## config.mk

```make
export PLATFORM = sky130hd
export DESIGN_NAME = wb_arbiter2
export DESIGN_NICKNAME = d
export VERILOG_FILES = /design/src/rtl/wb_arbiter2.sv
export SDC_FILE = /design/constraint.sdc
export NUM_CORES = 1
export LEC_CHECK = 0
export BUFFER_PORTS_ARGS = -buffer_cell sky130_fd_sc_hd__buf_2
export CELL_PAD_IN_SITES_DETAIL_PLACEMENT = 1
export CELL_PAD_IN_SITES_GLOBAL_PLACEMENT = 2
export CORE_MARGIN = 3
export CORE_UTILIZATION = 14
export DETAILED_ROUTE_END_ITERATION = 8
export GPL_ROUTABILITY_DRIVEN = 0
export PLACE_DENSITY = 0.84
export SLEW_MARGIN = 25
export SYNTH_ARGS = -nofsm -noshare
export SYNTH_HDL_FRONTEND = slang
export SYNTH_SLANG_ARGS = --single-unit
```

## constraint.sdc

```tcl
create_clock -name clk -period 4.7 [get_ports clk]
set_input_delay 0.94 -clock clk [delete_from_list [all_inputs] [get_ports clk]]
set_output_delay 0.94 -clock clk [all_outputs]
set_load 0.005 [all_outputs]
```

## src/rtl/wb_arbiter2.sv

```systemverilog
// rtl/wb_arbiter2.sv - two-master to one-slave pipelined Wishbone arbiter with outstanding-transfer limit
// Optional round-robin arbitration: define WB_ARB_ROUND_ROBIN_EN (default build is fixed priority, m0 first).
module wb_arbiter2 #(
    parameter int MAX_OUTSTANDING = 4,
    parameter int ADR_W           = 16,
    parameter int DAT_W           = 32
) (
    input  logic             clk,
    input  logic             rst,

    input  logic             m0_cyc,
    input  logic             m0_stb,
    input  logic             m0_we,
    input  logic [ADR_W-1:0] m0_adr,
    input  logic [DAT_W-1:0] m0_wdat,
    output logic [DAT_W-1:0] m0_rdat,
    output logic             m0_ack,
    output logic             m0_stall,

    input  logic             m1_cyc,
    input  logic             m1_stb,
    input  logic             m1_we,
    input  logic [ADR_W-1:0] m1_adr,
    input  logic [DAT_W-1:0] m1_wdat,
    output logic [DAT_W-1:0] m1_rdat,
    output logic             m1_ack,
    output logic             m1_stall,

    output logic             s_cyc,
    output logic             s_stb,
    output logic             s_we,
    output logic [ADR_W-1:0] s_adr,
    output logic [DAT_W-1:0] s_wdat,
    input  logic [DAT_W-1:0] s_rdat,
    input  logic             s_ack,
    input  logic             s_stall
);

    typedef enum logic [1:0] {IDLE, GNT0, GNT1} state_t;

    localparam int            CW      = $clog2(MAX_OUTSTANDING + 1);
    localparam logic [CW-1:0] CNT_MAX = CW'(MAX_OUTSTANDING);

    state_t        state, state_nx;
    logic [CW-1:0] cnt, cnt_nx;
    logic          last, last_nx;
    logic          full, accept, sel;
    logic          o_cyc, o_stb, o_we;
    logic [ADR_W-1:0] o_adr;
    logic [DAT_W-1:0] o_wdat;

    assign m0_rdat = s_rdat;
    assign m1_rdat = s_rdat;

    always_ff @(posedge clk or negedge rst) begin
        if (!rst) begin
            state <= IDLE;
            cnt   <= '0;
            last  <= 1'b1;
        end else begin
            state <= state_nx;
            cnt   <= cnt_nx;
            last  <= last_nx;
        end
    end

    always_comb begin
        state_nx = state;
        cnt_nx   = cnt;
        last_nx  = last;
        s_cyc    = 1'b0;
        s_stb    = 1'b0;
        s_we     = 1'b0;
        s_adr    = '0;
        s_wdat   = '0;
        m0_ack   = 1'b0;
        m1_ack   = 1'b0;
        m0_stall = 1'b1;
        m1_stall = 1'b1;
        full     = (cnt == CNT_MAX);
        accept   = 1'b0;
        sel      = (state == GNT1);
        o_cyc    = sel ? m1_cyc  : m0_cyc;
        o_stb    = sel ? m1_stb  : m0_stb;
        o_we     = sel ? m1_we   : m0_we;
        o_adr    = sel ? m1_adr  : m0_adr;
        o_wdat   = sel ? m1_wdat : m0_wdat;

        case (state)
            IDLE: begin
                cnt_nx = '0;
`ifdef WB_ARB_ROUND_ROBIN_EN
                if (m0_cyc && m1_cyc)
                    state_nx = last ? GNT0 : GNT1;
                else if (m0_cyc)
                    state_nx = GNT0;
                else if (m1_cyc)
                    state_nx = GNT1;
`else
                if (m0_cyc)
                    state_nx = GNT0;
                else if (m1_cyc)
                    state_nx = GNT1;
`endif
            end
            GNT0, GNT1: begin
                s_cyc  = o_cyc;
                s_stb  = o_stb & ~full;
                s_we   = o_we;
                s_adr  = o_adr;
                s_wdat = o_wdat;
                accept = s_stb & ~s_stall;
                if (sel) begin
                    m1_stall = s_stall | full;
                    m1_ack   = s_ack;
                end else begin
                    m0_stall = s_stall | full;
                    m0_ack   = s_ack;
                end
                // Release may abandon outstanding transfers; their late acks land in IDLE and are dropped.
                if (!o_cyc) begin
                    state_nx = IDLE;
                    cnt_nx   = '0;
                    last_nx  = sel;
                end else if (accept && !s_ack) begin
                    if (!full)
                        cnt_nx = cnt + CW'(1);
                end else if (!accept && s_ack && cnt != '0) begin
                    cnt_nx = cnt - CW'(1);
                end
            end
            default: state_nx = IDLE;
        endcase
    end

endmodule
```

==> results.sh <==
export IMPL_status="finished clean"
export IMPL_final_common_cell="sky130_fd_sc_hd__buf_2"
export IMPL_cts_tree="yes"
export IMPL_total_switching_power_uw=547.0
export IMPL_worst_slew_pin_slew_ns=0.9394
export IMPL_power_report_internal_total_uw=720.5
export IMPL_number_of_nets_in_the_layout=458
export IMPL_crit_family="adder cells"
export IMPL_ff_latch_area_um2=125.1
export IMPL_crit_reg2reg_launch="state[0]"
export IMPL_clock_tree_root_buffer_cell="sky130_fd_sc_hd__clkbuf_16"
export IMPL_clk_transition_reported_paths_ns=0.03
export IMPL_number_of_register_bits_inferred_by_synthesis=5
export IMPL_fp_dieArea_um2=14220
export IMPL_share_clk_of_total_power_pct=10.9
export IMPL_cts_hold_buffers=0
export IMPL_share_seq_of_total_power_pct=5.4
export IMPL_final_hold_viol_count=0
export IMPL_filler_cell_count=1520
export IMPL_grt_max_degree=57
export IMPL_critical_path_max_fanout=56
export IMPL_timing_reg2reg_worst_path_depth=9
export IMPL_vdd_drop_max_uv=236.3
export IMPL_layout_common_cells="sky130_fd_sc_hd__buf_2, sky130_fd_sc_hd__mux2i_1, sky130_fd_sc_hd__nor2b_1, sky130_fd_sc_hd__inv_1, sky130_fd_sc_hd__dfrtp_1"
export IMPL_ys_types=33
export IMPL_grt_first_pass_wirelength_um=9404
export IMPL_setup_tns_ns=0
export IMPL_worstSetupStartpointType="flop"
export IMPL_synth_top_cells_by_area="sky130_fd_sc_hd__mux2i_1, sky130_fd_sc_hd__buf_4, sky130_fd_sc_hd__nor2b_1"
export IMPL_final_critical_path_setup_slack_ns=1.472
export IMPL_route_detailed_vias_per_inst=3.656
export IMPL_dp_final_hpwl_um=5272
export IMPL_clock_insertion_delay_worst_skew_ns=0.23
export IMPL_grt_antenna_before_repair=1
export IMPL_dr_total_vias=1766
export IMPL_worstSetupPathType="reg -> out"
export IMPL_skew_ns=0.002179
export IMPL_reg2reg_end="cnt[2]"
export IMPL_yosys_area_top_type_share_pct=28.99
export IMPL_global_route_usage_total_pct=7.878
export IMPL_r2r_slack_ns=1.71
export IMPL_maxCapViolCount=0
export IMPL_critical_path_max_stage_delay_ns=0.78
export IMPL_postCtsResizedCells=0
export IMPL_final_min_period_over_clock_period_pct=68.68
export IMPL_rows=40
export IMPL_antenna_cells_inserted=0
export IMPL_clk_path_buf_depth=2
export IMPL_cts_made_buffers=3
export IMPL_report_final_slew_viol_count=0
export IMPL_hp_class="in -> async"
export IMPL_fin_hold_ws_ns=0.5283
export IMPL_setup_viol=0
export IMPL_powerDensity_nw_per_um2=534.0
export IMPL_worstPathBufferInverterCount=2
export IMPL_critPathCaptureType="output port"
export IMPL_final_core_util_pct=19.36
export IMPL_post_route_cells_drive_above_1_share_pct=53.33
export IMPL_synth_cells=225
export IMPL_io_pin_count=257
export IMPL_dieHeight_um=119.2
export IMPL_slew_headroom_pct=37.38
export IMPL_max_clock_freq_ghz=0.3098
export IMPL_required_ns=3.76
export IMPL_cells_along_the_critical_path="inv_1, ha_4, mux2_2, and3_1, buf_2"
export IMPL_synth_seq_area_share_pct=6.969
export IMPL_switching_share_pct=43.15
export IMPL_post_synth_top_area_cell="sky130_fd_sc_hd__mux2i_1"
export IMPL_synth_area_per_cell_um2=7.980
export IMPL_final_period_minus_worst_setup_slack_ns=3.228
export IMPL_synth_net_count=367
export IMPL_clock_sink_count=5
export IMPL_post_cts_buffers=0
export IMPL_antenna_violating_nets_post_route=0
export IMPL_placement_setup_worst_slack_ns=1.675
export IMPL_core_area_um2=12260
export IMPL_post_synth_instance_area_um2=1795
export IMPL_grt_pass1_vias=1910
export IMPL_multi_input_comb_area_um2=1117
export IMPL_total_wire_length_after_detailed_routing_um=6163
export IMPL_combPwrFrac_pct=83.6
export IMPL_grt_setup_unrepaired="false"
export IMPL_floorplan_die_width_um=119.2
export IMPL_drt_iter0_drc=32
export IMPL_floorplan_initialDensity_pct=14.64
export IMPL_gr_total_overflow=0
export IMPL_power_leakage_nw=1.186
export IMPL_yosysWarnings=0
export IMPL_drt_first_pass_iters=2
export IMPL_drt_wirelength_per_cell_um=12.76
export IMPL_syn_to_final_growth_pct=32.20
export IMPL_route_detailed_drc=0
export IMPL_cts_htree_levels=1
export IMPL_crit_arrival_ns=2.29
export IMPL_worst_path_max_delay_cell="sky130_fd_sc_hd__ha_4"
export IMPL_port_buffers=160
sequential cells by signal, summed over array words and instances, names as in the netlist:
register,count
cnt,3
state,2
stage by stage:
stage	area (um2)	power [mW]	cells
after floorplan	1795	0.7828	225
after global placement	2295	1.127	479
after detailed placement	2295	1.165	479
after CTS	2374	1.309	483
after global routing	2374	1.399	483
final	2374	1.267	483
final cells by class:
class / count / area share [%]
clock buffer: 4 / 3.321
inverter: 9 / 1.423
multi-input combinational: 136 / 47.07
sequential: 5 / 5.271
tap: 168 / 8.856
timing repair buffer: 161 / 34.05
worst max path at each step:
stage          slack [ns]    end     start  cells after the start
4_1_cts              1.43  s_stb  state[0]                      5
5_1_grt              1.32  s_stb  state[0]                      5
2_1_floorplan        2.37  s_stb    m1_stb                      2
6_report             1.47  s_stb  state[0]                      5
3_3_place_gp         1.73  s_stb  state[0]                      5
3_5_place_dp         1.68  s_stb  state[0]                      5
cell families after synthesis:
group / count (synthesis) / synth area share [%]
buffers and inverters: 84 / 31.50
adders and majority gates: 4 / 3.206
AOI/OAI and AO/OA: 11 / 4.739
muxes: 53 / 29.62
DFF: 5 / 6.969
and+or+nand+nor: 68 / 23.97
layer usage:
layer	routed length (um)	global-route usage (%)
met1	1940	7.309
met5	20	0
met2	3546	16.14
met3	545	2.327
met4	110	2.390
Yosys cell counts, drive strengths merged:
master	instances
a211oi	1
a21boi	1
a2bb2oi	1
and2	1
and3	1
and3b	1
and4	1
buf	70
clkbuf	5
dfrtp	5
fa	1
ha	3
inv	9
mux2	1
mux2i	52
nand2	2
nand2b	1
nand3	2
nand3b	1
nor2	4
nor2b	49
nor3	1
nor3b	1
nor4	1
o211ai	1
o21ai	1
o22ai	3
o311a	1
o31a	1
o41a	1
or3	1
or3b	1
power groups by stage:
stage	Clock, mW	Sequential (mW)	Combinational (mW)
final	0.138	0.0689	1.06
after global routing	0.145	0.0712	1.18
after CTS	0.142	0.0693	1.10
after detailed placement	0	0.0699	1.09
after global placement	0	0.0680	1.06
after floorplan	0	0.0646	0.718
Note: power is estimated with default switching activity, not from simulation.
